[config.mk]
export PLATFORM = sky130hd
export DESIGN_NAME = lfsr_sched
export DESIGN_NICKNAME = d
export VERILOG_FILES = /design/src/rtl/lfsr_sched.sv
export SDC_FILE = /design/constraint.sdc
export NUM_CORES = 1
export LEC_CHECK = 0
export ABC_AREA = 1
export CAP_MARGIN = 25
export CELL_PAD_IN_SITES_DETAIL_PLACEMENT = 1
export CELL_PAD_IN_SITES_GLOBAL_PLACEMENT = 1
export CORE_ASPECT_RATIO = 0.7
export CORE_MARGIN = 3
export CORE_UTILIZATION = 23
export CTS_BUF_LIST = sky130_fd_sc_hd__clkbuf_8
export DETAILED_ROUTE_END_ITERATION = 8
export PLACE_DENSITY_LB_ADDON = 0.1
export SYNTH_ARGS = -nofsm -noshare
export SYNTH_HDL_FRONTEND = slang
export SYNTH_SLANG_ARGS = --single-unit
[constraint.sdc]
create_clock -name clk_i -period 1.7 [get_ports clk_i]
set_clock_uncertainty 0.05 [all_clocks]
set_input_delay 0.425 -clock clk_i [delete_from_list [all_inputs] [get_ports clk_i]]
set_output_delay 0.425 -clock clk_i [all_outputs]
set_load 0.03 [all_outputs]
[src/rtl/lfsr_sched.sv]
// lfsr_sched: round-robin burst scheduler in front of a shared LFSR.
// A granted requester receives a burst of pseudo-random words, and a seed
// load takes priority over arbitration whenever the scheduler is idle.
//
// Handshakes:
//   - A data word transfers on a rising edge where valid_o && ready_i.
//     While ready_i is low, data_o and valid_o hold and the LFSR is not
//     stepped.
//   - A seed transfers on a rising edge where seed_valid_i && seed_ready_o.
module lfsr_sched #(
    parameter int g_num_req   = 2,
    parameter int g_length    = 16,
    parameter int g_len_width = 8
) (
    input  logic                               clk_i,
    input  logic                               rst_i,
    input  logic [g_num_req-1:0]               req_i,
    input  logic [g_num_req*g_len_width-1:0]   len_i,
    output logic [g_num_req-1:0]               gnt_o,
    output logic [g_num_req-1:0]               done_o,
    output logic                               valid_o,
    input  logic                               ready_i,
    output logic [g_length-1:0]                data_o,
    output logic [1:0]                         chan_o,
    input  logic                               seed_valid_i,
    input  logic [g_length-1:0]                seed_i,
    output logic                               seed_ready_o,
    output logic                               lfsr_en_o,
    output logic                               lfsr_load_o,
    output logic [g_length-1:0]                lfsr_seed_o,
    input  logic [g_length-1:0]                lfsr_q_i,
    output logic [1:0]                         state_o
);

    typedef enum logic [1:0] {
        S_IDLE  = 2'd0,
        S_BURST = 2'd1,
        S_DONE  = 2'd2
    } state_t;

    state_t                   state_q, state_d;
    logic [g_num_req-1:0]     gnt_q, gnt_d;
    logic [1:0]               chan_q, chan_d;
    logic [1:0]               ptr_q, ptr_d;     // last granted requester
    logic [g_len_width:0]     cnt_q, cnt_d;     // one extra bit for 2^g_len_width

    logic [2*g_num_req-1:0]   req_dbl;
    logic [g_num_req-1:0]     req_rot;
    logic                     win_found;
    logic [2:0]               win_off;
    logic [2:0]               win_sum;
    logic [1:0]               win_idx;
    logic [g_len_width-1:0]   win_len;
    logic [g_num_req-1:0]     win_onehot;
    logic                     accept;

    assign accept = (state_q == S_BURST) && ready_i;

    // Round-robin pick: rotate requests so the search starts after the last winner.
    always_comb begin
        req_dbl    = {req_i, req_i} >> ({1'b0, ptr_q} + 3'd1);
        req_rot    = req_dbl[g_num_req-1:0];
        win_found  = 1'b0;
        win_off    = 3'd0;
        win_len    = '0;
        win_onehot = '0;
        for (int i = 0; i < g_num_req; i++) begin
            if (!win_found && req_rot[i]) begin
                win_found = 1'b1;
                win_off   = 3'(i);
            end
        end
        win_sum = {1'b0, ptr_q} + 3'd1 + win_off;
        if (win_sum >= 3'(g_num_req)) begin
            win_sum = win_sum - 3'(g_num_req);
        end
        win_idx = win_sum[1:0];
        for (int k = 0; k < g_num_req; k++) begin
            if (2'(k) == win_idx) begin
                win_len       = len_i[k*g_len_width +: g_len_width];
                win_onehot[k] = 1'b1;
            end
        end
    end

    // Next-state logic: seed load beats arbitration, bursts run to completion.
    always_comb begin
        state_d = state_q;
        gnt_d   = gnt_q;
        chan_d  = chan_q;
        ptr_d   = ptr_q;
        cnt_d   = cnt_q;
        case (state_q)
            S_IDLE: begin
                if (!seed_valid_i && win_found) begin
                    state_d = S_BURST;
                    gnt_d   = win_onehot;
                    chan_d  = win_idx;
                    ptr_d   = win_idx;
                    cnt_d   = (win_len == '0) ? {1'b1, {g_len_width{1'b0}}}
                                              : {1'b0, win_len};
                end
            end
            S_BURST: begin
                if (accept) begin
                    cnt_d = cnt_q - 1'b1;
                    if (cnt_q == {{g_len_width{1'b0}}, 1'b1}) begin
                        state_d = S_DONE;
                    end
                end
            end
            S_DONE: begin
                state_d = S_IDLE;
                gnt_d   = '0;
                chan_d  = 2'd0;
            end
            default: begin
                state_d = S_IDLE;
                gnt_d   = '0;
                chan_d  = 2'd0;
                cnt_d   = '0;
            end
        endcase
    end

    // State registers with synchronous reset; the pointer restarts at the last index.
    always_ff @(posedge clk_i) begin
        if (rst_i) begin
            state_q <= S_IDLE;
            gnt_q   <= '0;
            chan_q  <= 2'd0;
            ptr_q   <= 2'(g_num_req - 1);
            cnt_q   <= '0;
        end else begin
            state_q <= state_d;
            gnt_q   <= gnt_d;
            chan_q  <= chan_d;
            ptr_q   <= ptr_d;
            cnt_q   <= cnt_d;
        end
    end

    // Outputs decode the registered state; grant shows only during the burst.
    always_comb begin
        gnt_o        = (state_q == S_BURST) ? gnt_q : '0;
        done_o       = (state_q == S_DONE) ? gnt_q : '0;
        chan_o       = (state_q == S_BURST) ? chan_q : 2'd0;
        valid_o      = (state_q == S_BURST);
        data_o       = lfsr_q_i;
        seed_ready_o = (state_q == S_IDLE);
        lfsr_load_o  = (state_q == S_IDLE) && seed_valid_i;
        lfsr_en_o    = accept;
        lfsr_seed_o  = seed_i;
        state_o      = state_q;
    end

endmodule

* Word-level counts from Yosys, hierarchy flattened
Index checks and enable logic that the tools add are counted.
W data, S select, Z words.
** Word-level totals
- Memory bits (writable) :: 0
- ROM bits :: 0
- Logic and storage cells :: 56
- Output and inout bits :: 44
- Bits in latches :: 0
- Register bits :: 17
- Bits of input ports :: 54
- Memories kept :: 0
** Cells by class
- $lt $le $gt $ge :: 1
- Bitwise operators :: 2
- Multipliers :: 0
- Reduce and logical (&&, ||, !) cells :: 13
- Divide/modulo/power cells :: 0
- Add/sub/neg operators :: 4
- Shifts and indexed selects :: 1
- Muxes and demuxes :: 23
- Eq/ne operators :: 7
** Operator list (count)
- $mux W9 :: 3
- $pmux W9 S3 :: 1
- $mux W2 :: 9
- $mux W8 :: 2
- $pmux W2 S2 :: 3
- $eq A9 B1 Y1 const B :: 1
- $sub A9 B1 Y9 const B :: 1
- $logic_not A8 Y1 :: 1
- $ne A2 B1 Y1 const B :: 3
- $reduce_and A3 Y1 :: 2
- $mux W1 :: 5
- $logic_and A1 B1 Y1 :: 4
- $logic_not A2 Y1 :: 2
- $reduce_and A2 Y1 :: 2
- $shr A4 B3 Y2 :: 1
- $add A2 B1 Y3 const B :: 1
- $add A3 B1 Y3 :: 1
- $ge A3 B2 Y1 const B :: 1
- $eq A1 B2 Y1 const A :: 1
- $eq A2 B1 Y1 const B :: 1
- $eq A2 B2 Y1 const B :: 1
- $logic_not A1 Y1 :: 2
- $not A1 Y1 :: 2
- $sub A2 B2 Y2 const B :: 1

* Logic depth before layout (Yosys ltp)
Gate-level depths: netlist of run 1.
- Depth after elaboration :: 16
- Gate-level depth with buffers :: 11
- Mapped depth without buffers :: 11

* Least setup slack after synthesis of run 1
OpenSTA, ideal clock, no wires.
- Path type :: register to output
- Start :: register state_q[0], in the netlist state_o[0]
- End :: output port chan_o[0]
- Slack :: -387 ps
- Stages on the path, launching flop included :: 6
- Path buffers :: 1
- Data required time :: 1225 ps
- Data arrival time :: 1612 ps
- Cells stage by stage :: dfxtp_1 inv_1 nor2_4 inv_1 buf_2 nor2_1
** On the way
- Word-level cells in the longest chain between the ends :: 2
** Ends and longest elaborated chain
- start, declared :: RTL line 41 : state_t state_q, state_d;
- start signal, assigned :: RTL line 135 : state_q <= state_d;
- $eq A2 B1 Y1
- named net valid_o :: RTL line 21 : output logic valid_o,
- $mux W2 :: RTL line 147 : chan_o = (state_q == S_BURST) ? chan_q : 2'd0;
- end, declared :: RTL line 24 : output logic [1:0] chan_o,
The timed path passes the listed nets, and every way through them passes these cells.

* Worst setup path in the final report of run 1
- Start :: register state_q[0], in the netlist state_o[0]
- End :: output port gnt_o[0]
** On the way
- Word-level cells in the longest chain between the ends :: 2
** Ends and longest elaborated chain
- $eq A2 B1 Y1 :: RTL line 145 : gnt_o = (state_q == S_BURST) ? gnt_q : '0;
- $mux W2 :: RTL line 145
- end, declared :: RTL line 19 : output logic [g_num_req-1:0] gnt_o,
Every way passes these cells.

==> qor.yml, run 1 <==
synth:
  synth-seq-area-share_pct: 23.49
  ys_ff_latch: 17
  synthArstFlopShare_pct: 0
  yosysTopAreaCell: "dfxtp_1"
  netlist_area_sq_um: 1449
  ys.flop_type: "dfxtp_1"
  synthTopCellsByArea: "dfxtp_1 (23%), buf_4 (18%), nand2_1 (13%)"
  synthCells: 229
  yosys-top-cells-count: "nand2_1 (50), buf_4 (34), inv_1 (31)"
  syn-num-nets: 285
  synth.distinct_cells: 30
  synth_edf_count: 0
  synth_warnings: 0
  yosysMostFrequentCell: "nand2_1"
  synth_area_per_cell_sq_um: 6.327
  yosysTopAreaCellShare_pct: 23.49
cts:
  clkTransAtPathRegs_ns: 0.07
  cts_max_level: 1
  cts_made_buffers: 3
  ctsHoldBuffers: 0
  cts-root-buf: "clkbuf_8"
  clock_latency_ns: 0.25
  numClockSinks: 17
  cts_tree: "built"
  cts_buffer_depth: 2
sta:
  worstMarginPinSlew_ns: 0.2885
  fmax_mhz: 599.6
  period_share_pct: 98.11
  finalHoldViolCount: 0
  grt_setup_unrepaired: "true"
  setup_viol: 0
  period_minus_slack_ns: 1.668
  final_max_slew_viol_count: 0
  slew_headroom_pct: 80.68
worst_hold_path:
  worstHoldPathType: "reg -> reg"
  hold_start: "chan_q[1]$_SDFFE_PP0P_"
route:
  vias_per_cell: 4.388
  post-route-drc-count: 0
  vias: 1448
  wl_per_cell_um: 13.91
  final_antenna_net_count: 0
  drt-total-wl_mm: 4.591
  dr.pass1.iters: 5
  drt_iter0_markers: 37
status:
  status: "finished clean"
place:
  gp_congestion: 0.7566
  port_buffers: 33
  placed_area_sq_um: 1770
  dp_hpwl_mm: 3.738
power_and_ir_drop:
  power.leakage_nw: 0.8888
  ir_drop_mv: 0.2194
  p_total_w: 0.001628
  power_density_nw_per_um2: 847.3
grt:
  grt_use_total_pct: 12.80
  grt_start_max_net_pins: 12
  grt_overflow_total: 0
  grt_pass1_vias: 1421
  grt_first_pass_wirelength_mm: 7.341
  antenna_found_initial: 0
floorplan:
  io_pins: 98
  start_util_pct: 24.56
  core_sq_um: 5899
  rows: 23
  die_w_um: 100.9
  die_area_sq_um: 7303
  die_y_um: 72.41
cells_and_area:
  seq_area_sq_um: 349.1
  syn_to_final_growth_pct: 32.64
  multiInputGateArea_sq_um: 789.5
  design_area_sq_um: 1922
  fillCellCount: 742
  drive_above_1_share_pct: 28.24
  finish.net_count: 312
  n_antenna_cell: 0
worst_setup_path:
  arrival_ns: 1.19
  path_common_cell: "nor2_4"
  max_stage_delay_ns: 0.38
  worstReg2RegStart: "state_o[0]$_SDFFE_PP0P_"
  cp_max_fo: 7
  critPathLaunch: "state_o[0]$_SDFFE_PP0P_"
  criticalPathCategory: "reg -> out"
  crit_path_start_kind: "register"
  worst_path_dominant_cell_family: "flip-flops"
  crit_chain: "inv_4 -> nor2_4 -> clkinv_4 -> nor2_4 -> buf_6"
  crit_path_end_kind: "primary output"
  required_ns: 1.22
  path_buf_inv: 3
  crit_path_top_delay_cell: "dfxtp_4"
flow_run:
  max_cap_viol_count: 0
==> report_power, final <==
| group | internal, W | switching (W) |
|---|---|---|
| Sequential | 0.000453 | 0.0000526 |
| Combinational | 0.000345 | 0.000470 |
| Clock | 0.000163 | 0.000146 |
==> final timing paths <==
check	endpoint	slack, ns	cells after the start
setup / recovery	gnt_o[0]	0.03	5
hold / removal	chan_q[1]$_SDFFE_PP0P_	0.41	2
setup reg to reg	cnt_q[5]$_SDFFE_PP0P_	0.11	10
hold reg to reg	chan_q[1]$_SDFFE_PP0P_	0.41	2
==> routing by layer <==
| metal | vias up | track usage [%] | part of all wire, % |
|---|---|---|---|
| li1 | 756 | - | - |
| met1 | 652 | 20.10 | 56 |
| met2 | 38 | 16.78 | 38 |
| met3 | 2 | 3.362 | 5.7 |
| met4 | 0 | 3.139 | 0.65 |
| met5 | - | 0 | 0 |
==> metrics by stage <==
stage | setup WS [ns] | TNS, ns | instances | util (%) | hold slack [ns]
finish | 0.03209 | 0 | 330 | 32.58 | 0.4053
global placement | -0.3772 | -4.285 | 319 | 30.01 | 0.3779
detailed placement | -0.3838 | -4.868 | 319 | 30.01 | 0.3985
CTS | -0.004769 | -0.004769 | 324 | 31.16 | 0.4086
global route | -0.03220 | -0.1722 | 330 | 32.58 | 0.4281
floorplan | 0.009561 | 0 | 229 | - | 0.3691
==> area by class of cell <==
type	instances	area share (%)
Clock buffer	3	2.148
Multi-Input combinational cell	143	41.08
Clock inverter	1	0.2604
Tap cell	75	4.883
Inverter	34	7.031
Sequential cell	17	18.16
Timing Repair Buffer	57	26.43
==> flip-flops by register name (all words and copies together), names as in the netlist <==
| name | count |
|---|---|
| cnt_q | 9 |
| ptr_q | 2 |
| state_o | 2 |
| chan_q | 2 |
| gnt_q | 2 |
==> tightest hold or removal path, cell delays in order, from the launching register on <==
cell and delay, ns:
dfxtp_1 0.32, nand2_1 0.06, nor2_1 0.04
==> layout by cell type, fill, tap and decap left out, types with 2 or more instances in the layout <==
master / Yosys / routed
o211ai_1: 3 / 3
nor3_1: 4 / 4
a31oi_1: 2 / 2
dlygate4sd2_1: 0 / 3
nor2_1: 23 / 17
xor2_1: 2 / 2
nand2_1: 50 / 49
nand4_1: 4 / 4
o21ai_0: 9 / 8
inv_2: 3 / 8
nand3_1: 12 / 12
dfxtp_1: 17 / 14
nor2_4: 1 / 8
inv_1: 31 / 24
ha_1: 2 / 2
buf_4: 34 / 26
buf_6: 0 / 9
a21oi_1: 14 / 14
clkbuf_8: 0 / 3
clkdlybuf4s50_1: 0 / 18
o21ai_1: 3 / 4
nand2_2: 1 / 3
dfxtp_4: 0 / 2
==> cell families after synthesis <==
family	Yosys count	synth area share, %
and+or+nand+nor	100	30.57
AOI/OAI and AO/OA	38	15.98
DFF	17	23.49
xor gates and xnor gates	2	1.209
adders and majority gates	2	1.727
buffers and inverters	70	27.03
==> what timing repair did <==
action,CTS,global route
endpoints found under the setup margin,18,11
buffers inserted,0,6
pin swaps,3,4
resized for setup,13,19
gates cloned,1,0
Note: power is estimated with default switching activity, not from simulation.
==> run 2: changes to the inputs <==
--- a/config.mk
+++ b/config.mk
@@ -6,6 +6,7 @@
 export NUM_CORES = 1
 export LEC_CHECK = 0
 export ABC_AREA = 1
+export ABC_CLOCK_PERIOD_IN_PS = 1700
 export CAP_MARGIN = 25
 export CELL_PAD_IN_SITES_DETAIL_PLACEMENT = 1
 export CELL_PAD_IN_SITES_GLOBAL_PLACEMENT = 1
==> results of run 2 <==
No change in the layout: final DEF, timing and power equal those of run 1.
==> run 3: changes to the inputs <==
--- a/config.mk
+++ b/config.mk
@@ -6,7 +6,6 @@
 export NUM_CORES = 1
 export LEC_CHECK = 0
 export ABC_AREA = 1
-export ABC_CLOCK_PERIOD_IN_PS = 1700
 export CAP_MARGIN = 25
 export CELL_PAD_IN_SITES_DETAIL_PLACEMENT = 1
 export CELL_PAD_IN_SITES_GLOBAL_PLACEMENT = 1
==> results of run 3 <==
No change in the layout: final DEF, timing and power equal those of run 1.
